--- config.mk ---
export PLATFORM = sky130hd
export DESIGN_NAME = btn_count_ctrl
export DESIGN_NICKNAME = d
export VERILOG_FILES = /design/src/rtl/btn_count_ctrl.sv
export SDC_FILE = /design/constraint.sdc
export NUM_CORES = 1
export LEC_CHECK = 0
export ABC_AREA = 1
export CORE_UTILIZATION = 48
export CTS_BUF_LIST = sky130_fd_sc_hd__clkbuf_4 sky130_fd_sc_hd__clkbuf_8 sky130_fd_sc_hd__clkbuf_16
export CTS_CLUSTER_SIZE = 24
export DETAILED_ROUTE_END_ITERATION = 16
export SYNTH_ARGS = -nofsm -noshare
export SYNTH_HDL_FRONTEND = slang
export SYNTH_SLANG_ARGS = --single-unit
--- constraint.sdc ---
create_clock -name clk -period 3.4 [get_ports clk]
set_input_delay 0.34 -clock clk [delete_from_list [all_inputs] [get_ports clk]]
set_output_delay 0.34 -clock clk [all_outputs]
set_load 0.1 [all_outputs]
--- src/rtl/btn_count_ctrl.sv ---
// btn_count_ctrl: synchronises and debounces two raw push buttons (count-up,
// count-down). Each accepted press becomes a single-cycle en pulse, with the
// direction presented on up, to drive a 4-bit up/down counter.
//
// Ports:
//   clk      - system clock, rising edge
//   rst      - asynchronous active-high reset
//   btn_up   - raw count-up button (asynchronous, bouncy)
//   btn_down - raw count-down button (asynchronous, bouncy)
//   en       - registered one-cycle pulse per accepted press
//   up       - registered direction, 1 = up, 0 = down; held between presses
//   up_db    - debounced level of btn_up
//   down_db  - debounced level of btn_down
module btn_count_ctrl #(
  parameter int unsigned DEBOUNCE_CYCLES = 500000
) (
  input  logic clk,
  input  logic rst,
  input  logic btn_up,
  input  logic btn_down,
  output logic en,
  output logic up,
  output logic up_db,
  output logic down_db
);

  localparam int unsigned TIMER_W = (DEBOUNCE_CYCLES > 1) ? $clog2(DEBOUNCE_CYCLES) : 1;
  localparam int unsigned NB      = 2;
  localparam logic [TIMER_W-1:0] LAST = TIMER_W'(DEBOUNCE_CYCLES - 1);

  typedef enum logic [1:0] {
    IDLE    = 2'd0,
    WAIT_HI = 2'd1,
    HIGH    = 2'd2,
    WAIT_LO = 2'd3
  } state_t;

  // Bit 0 = up button, bit 1 = down button throughout.
  logic [NB-1:0] raw;
  logic [NB-1:0] meta_q;
  logic [NB-1:0] sync_q;
  logic [NB-1:0] press;
  logic [NB-1:0] db_d;
  logic [NB-1:0] db_q;
  logic          en_d;
  logic          up_d;

  assign raw = {btn_down, btn_up};

  // Two-flop synchroniser per button.
  always_ff @(posedge clk or posedge rst) begin
    if (rst) begin
      meta_q <= '0;
      sync_q <= '0;
    end else begin
      meta_q <= raw;
      sync_q <= meta_q;
    end
  end

  // Per-button debounce FSM.
  for (genvar i = 0; i < NB; i++) begin : g_btn
    state_t             state_q;
    state_t             state_d;
    logic [TIMER_W-1:0] timer_q;
    logic [TIMER_W-1:0] timer_d;
    logic               hit;

    always_ff @(posedge clk or posedge rst) begin
      if (rst) begin
        state_q <= IDLE;
        timer_q <= '0;
      end else begin
        state_q <= state_d;
        timer_q <= timer_d;
      end
    end

    always_comb begin
      state_d = state_q;
      timer_d = timer_q;
      hit     = 1'b0;
      case (state_q)
        IDLE: begin
          if (sync_q[i]) begin
            state_d = WAIT_HI;
            timer_d = '0;
          end
        end
        WAIT_HI: begin
          if (!sync_q[i]) begin
            state_d = IDLE;
          end else if (timer_q == LAST) begin
            state_d = HIGH;
            hit     = 1'b1;
          end else begin
            timer_d = timer_q + TIMER_W'(1);
          end
        end
        HIGH: begin
          if (!sync_q[i]) begin
            state_d = WAIT_LO;
            timer_d = '0;
          end
        end
        WAIT_LO: begin
          if (sync_q[i]) begin
            state_d = HIGH;
          end else if (timer_q == LAST) begin
            state_d = IDLE;
          end else begin
            timer_d = timer_q + TIMER_W'(1);
          end
        end
        default: state_d = IDLE;
      endcase
    end

    assign press[i] = hit;
    assign db_d[i]  = (state_d == HIGH) || (state_d == WAIT_LO);
  end

  // A press on exactly one button pulses en; a coincident pair is ambiguous and dropped.
  always_comb begin
    en_d = press[0] ^ press[1];
    up_d = up;
    if (press == 2'b01) begin
      up_d = 1'b1;
    end else if (press == 2'b10) begin
      up_d = 1'b0;
    end
  end

  // Output registers.
  always_ff @(posedge clk or posedge rst) begin
    if (rst) begin
      en   <= 1'b0;
      up   <= 1'b1;
      db_q <= '0;
    end else begin
      en   <= en_d;
      up   <= up_d;
      db_q <= db_d;
    end
  end

  assign up_db   = db_q[0];
  assign down_db = db_q[1];

endmodule

Yosys cells after proc, flatten, opt, wreduce, memory -nomap -nowiden
Index checks and enable logic that the tools add are counted.
{"block": "op_classes", "n_reduce_logical": 7, "addsub": 2, "n_eq_ne": 22, "muxes": 34, "bitwise_logic": 1}
{"op": "19-bit two-way mux", "count": 10}
{"op": "19-bit one-hot mux with 4 select lines", "count": 2}
{"op": "19-bit by 1-bit adder with 19-bit output (second input constant)", "count": 2}
{"op": "19-bit equality test (second input constant)", "count": 2}
{"op": "2-bit two-way mux", "count": 12}
{"op": "2-bit equality test (second input constant)", "count": 9}
{"op": "2-bit inequality test (second input constant)", "count": 8}
{"op": "2-bit one-hot mux with 4 select lines", "count": 2}
{"op": "1-bit two-way mux", "count": 8}
{"op": "4-bit AND reduction", "count": 2}
{"op": "2-bit by 1-bit equality test with 1-bit output (second input constant)", "count": 3}
{"op": "2-bit zero test", "count": 2}
{"op": "1-bit logical OR", "count": 2}
{"op": "2-bit nonzero test", "count": 1}
{"op": "1-bit bitwise XOR", "count": 1}
{"block": "word_totals", "in_bits": 4, "word_cells": 75, "out_inout_bits": 4, "register_bits": 50}

Logic depth before layout (Yosys ltp)
{"block": "depth", "word_depth": 7, "ltp_mapped": 11, "depth_no_buf": 10}

Worst setup path before layout
Ideal clock, no wire load.
{"block": "synth_path", "kind": "flip-flop to flip-flop", "startpoint": "register g_btn[0].state_q[1]", "endpoint": "register g_btn[0].timer_q[18]", "stages_incl_launch_ff": 8, "synth_period_minus_slack_ns": 1.766, "slack_ns": 1.634, "arrival_time_ns": 1.647, "n_path_buf": 2, "path_cell_list": "dfrtp_1 xnor2_1 nor2_1 inv_2 buf_6 buf_6 nand2_1 nand2_1"}
{"block": "synth_between", "elab_chain_cells": 3}
{"element": "from (decl)", "line_no": "63", "text": "state_t state_q;"}
{"element": "from (signal assigned)", "line_no": "74", "text": "state_q <= state_d;"}
{"element": "2-bit equality test, or another cell as far along", "line_no": "83", "text": "case (state_q)"}
{"element": "2-bit inequality test (no source line)"}
{"element": "4-bit AND reduction (no source line)"}
{"element": "to (signal assigned)", "line_no": "75", "text": "timer_q <= timer_d;"}
{"element": "to (decl)", "line_no": "65", "text": "logic [TIMER_W-1:0] timer_q;"}
Several ways; a longest one is shown, not always the timed one.
A chain may end at the register's enable or synchronous reset.

Final worst setup path
{"block": "layout_path", "startpoint": "register up", "endpoint": "output up"}
{"element": "from (decl)", "line_no": "22", "text": "output logic up,"}
{"element": "from (signal assigned)", "line_no": "142", "text": "up <= up_d;"}
No word-level cell between the ends.

==> results.tsv <==
stage	metric	value	unit
status	status	finished, final reports clean	
clock_network	CTS tree	done	
power	clock power share	42.8	%
placement	RePlAce Congestion	0.8614	
cells_and_area	Final Non-Filler Cells	508	
route	routed vias/inst	5.120	
synth	Post-synth ARST share	100.0	%
power	worst vdd ir	0.0002150	V
setup_path	cells along the critical path	clkdlybuf4s50_1	
synth	Main synth FF type	dfrtp_1	
placement	post-detailed-placement half-perimeter wirelength	4.620	mm
synth	post-synth cell types	26	
cells_and_area	fillers	610	
synth	largest cells by area after synthesis	dfrtp_1 40%, nand2_1 18%, nand3_1 8.1%	
setup_path	r2r endpoint	g_btn[0].timer_q[11]	
sta	Final period util	67.77	%
cells_and_area	share of layout cells above drive strength 1	5.774	%
setup_path	Crit Path Max Fanout	2	
floorplanning	core area	0.005956	sq mm
power	Flop pwr share	52.1	%
power	Switching Share	22.81	%
synth	top-area cell type share of the netlist area	40.29	%
cells_and_area	Antenna Cells	0	
floorplanning	die area	0.006531	sq mm
hold_path	worst hold path depth	0	
setup_path	Crit Path Class	reg -> out	
clock_network	clk sinks	49	
route	DRC Markers	0	
global_routing	gr ovfl total	0	
global_routing	initial antenna violation count	0	
clock_network	CTS root buf	clkbuf_8	
setup_path	family with the most delay on the worst path	buffers and inverters	
sta	RSZ-0062 raised after global routing	no	
sta	Worst Tran Pin Value	1.018	ns
synth	Mean Syn Cell Area	6.966	sq um
floorplanning	Ports	8	
cells_and_area	Area Growth Syn to Fin	7.469	%
clock_network	hold bufs inserted after CTS	0	
sta	final hold vios	0	
setup_path	FF-to-FF path depth	9	
clock_network	clk slew on worst S/H paths	0.09	ns
sta	Setup TNS Final	0	ns
placement	Buffers on Ports	7	
sta	slew margin rel.	32.02	%
route	post-DR wirelength/cell	12.84	um
floorplanning	Core Rows	28	
route	total wire length	6.522	mm
floorplanning	starting density of the core	50.06	%
clock_network	H-tree depth	2	
route	Final ANT Viol Nets	0	
synth	post-synthesis register bit count	49	
synth	Syn Std Cell Area	0.002982	sq mm
synth	sequential-to-total area share from yosys stat	41.17	%
global_routing	largest net degree at the start of global routing	50	
clock_network	clk_lat worst skew	0.31	ns
clock_network	Post-CTS Resized	0	
cells_and_area	# nets final	439	
setup_path	Data arrival, critical path	1.96	ns
setup_path	CP startpoint	up	
sta	max-slew violation count	0	
clock_network	Setup Fix Bufs, Post-CTS	0	
clock_network	cts bufs inserted	5	
floorplanning	Chip Width	80.82	um
power	Logic pwr share	5.1	%
synth	Post-synth EDFFs	0	
floorplanning	Die Height	80.82	um
setup_path	flop-to-flop setup slack	1.13	ns
sta	post-layout min period	2.304	ns
setup_path	FF-to-FF Start	g_btn[0].timer_q[0]	
setup_path	Slowest-stage cell, CP	clkdlybuf4s50_1	
setup_path	Required @ worst endpoint	3.06	ns
sta	endpoints failing setup	0	
route	Pre-antenna DRT Iters	5	
power	switching power	0.0002665	W
route	via count	2601	
power	leakage	1.348	nW
setup_path	startpoint types	flop	
synth	Syn Nets	435	
setup_path	CP peak stage delay	1.12	ns
placement	placed insts	500	
synth	post-synth top area cell	dfrtp_1	
power	internal power	0.0009020	W
setup_path	crit path buf inv count	1	
hold_path	hold worst-path end	sync_q[0]	
sta	clk_skew	0.01037	ns
clock_network	clk buf depth	2	
synth	Post-Synthesis Cells	428	
global_routing	vias in the first global route	2281	
global_routing	first-pass GRT wire length	11.17	mm
sta	Fmax	0.4340	GHz
flow_run	MaxCap Viol Count	0	
setup_path	CP endpoint kind	output pin	
hold_path	Worst Hold Launch	meta_q[0]	
route	Iteration-0 DRC Markers	227	
global_routing	GRT Total Usage	22.10	%
hold_path	Hold WC Path Type	reg -> reg	
power	Power Density	364.7	mW/mm^2
synth	Yosys warning total	0	
[how the worst max path moves through the flow]
stage | cells after the start | endpoint | slack [ns]
floorplan | 7 | g_btn[0].timer_q[18] | 1.63
global placement | 9 | g_btn[0].timer_q[15] | 1.23
detailed placement | 9 | g_btn[0].timer_q[12] | 1.18
CTS | 1 | up | 1.07
global route | 8 | g_btn[0].timer_q[7] | 0.80
finish | 1 | up | 1.10
[placed cells by master, fill, tap and decap left out, types with 5 or more instances in the layout]
master	netlist	routed
clkbuf_8	0	5
clkdlybuf4s50_1	0	7
dfrtp_1	48	48
inv_1	37	36
nand2_1	142	142
nand3_1	48	48
nand4_1	17	17
nor2_1	50	50
o21ai_0	30	30
o21ai_1	6	6
or2_2	5	5
xor2_1	5	5
[area by class of cell]
| class | instances | area [sq um] | share of cell area (%) |
|---|---|---|---|
| inverter | 40 | 150.1 | 4.686 |
| clock inverter | 3 | 65.06 | 2.030 |
| tap | 75 | 93.84 | 2.929 |
| multi-input combinational | 328 | 1521 | 47.48 |
| timing repair buffer | 8 | 77.57 | 2.421 |
| sequential | 49 | 1227 | 38.31 |
| clock buffer | 5 | 68.82 | 2.148 |
[sequential cells by signal (all words and copies together) (netlist names)]
signal,flops
db_q,1
en,1
g_btn.state_q,4
g_btn.timer_q,38
meta_q,2
sync_q,2
up,1
[power groups by stage]
stage	Sequential [W]	Clock (W)	Combinational, W
floorplan	0.000615	0	0.0000531
global placement	0.000620	0	0.0000595
detailed placement	0.000620	0	0.0000599
CTS	0.000609	0.000514	0.0000604
global route	0.000611	0.000529	0.0000691
finish	0.000609	0.000500	0.0000590
[cells by family after synthesis]
group,share of synthesized area (%)
adder cells (fa/ha/maj),1.259
buffers and inverters,7.805
flip-flops,41.17
AO/OA/AOI/OAI,7.386
AND/OR/NAND/NOR,40.62
XOR/XNOR,1.762
[synthesized netlist by cell type (4+ instances only)]
master / count
o21bai_1: 4
inv_1: 37
o21ai_0: 30
nand2_1: 142
or2_2: 5
nand4_1: 17
xor2_1: 5
o21ai_1: 6
nor2_1: 50
nand3_1: 48
buf_6: 5
dfrtp_1: 48
[layer usage]
| layer | GRT usage [%] | routed length (um) | vias up |
|---|---|---|---|
| met5 | 0 | 0 | - |
| met4 | 5.000 | 59 | 0 |
| met3 | 3.933 | 291 | 5 |
| met2 | 29.50 | 2512 | 56 |
| met1 | 35.89 | 3658 | 1151 |
| li1 | - | - | 1389 |
[metrics by stage]
step / hold slack [ns] / area (sq um) / utilization (%) / total power [W] / worst slack [ns]
2_1_floorplan: 0.3312 / 2982 / - / 0.0006678 / 1.634
3_3_place_gp: 0.3370 / 3070 / 51.55 / 0.0006797 / 1.233
3_5_place_dp: 0.3363 / 3070 / 51.55 / 0.0006803 / 1.185
4_1_cts: 0.3682 / 3204 / 53.80 / 0.001183 / 1.073
5_1_grt: 0.3718 / 3204 / 53.80 / 0.001209 / 0.8022
6_report: 0.3601 / 3204 / 53.80 / 0.001168 / 1.096
No activity file was read; power rests on OpenSTA's default activity.
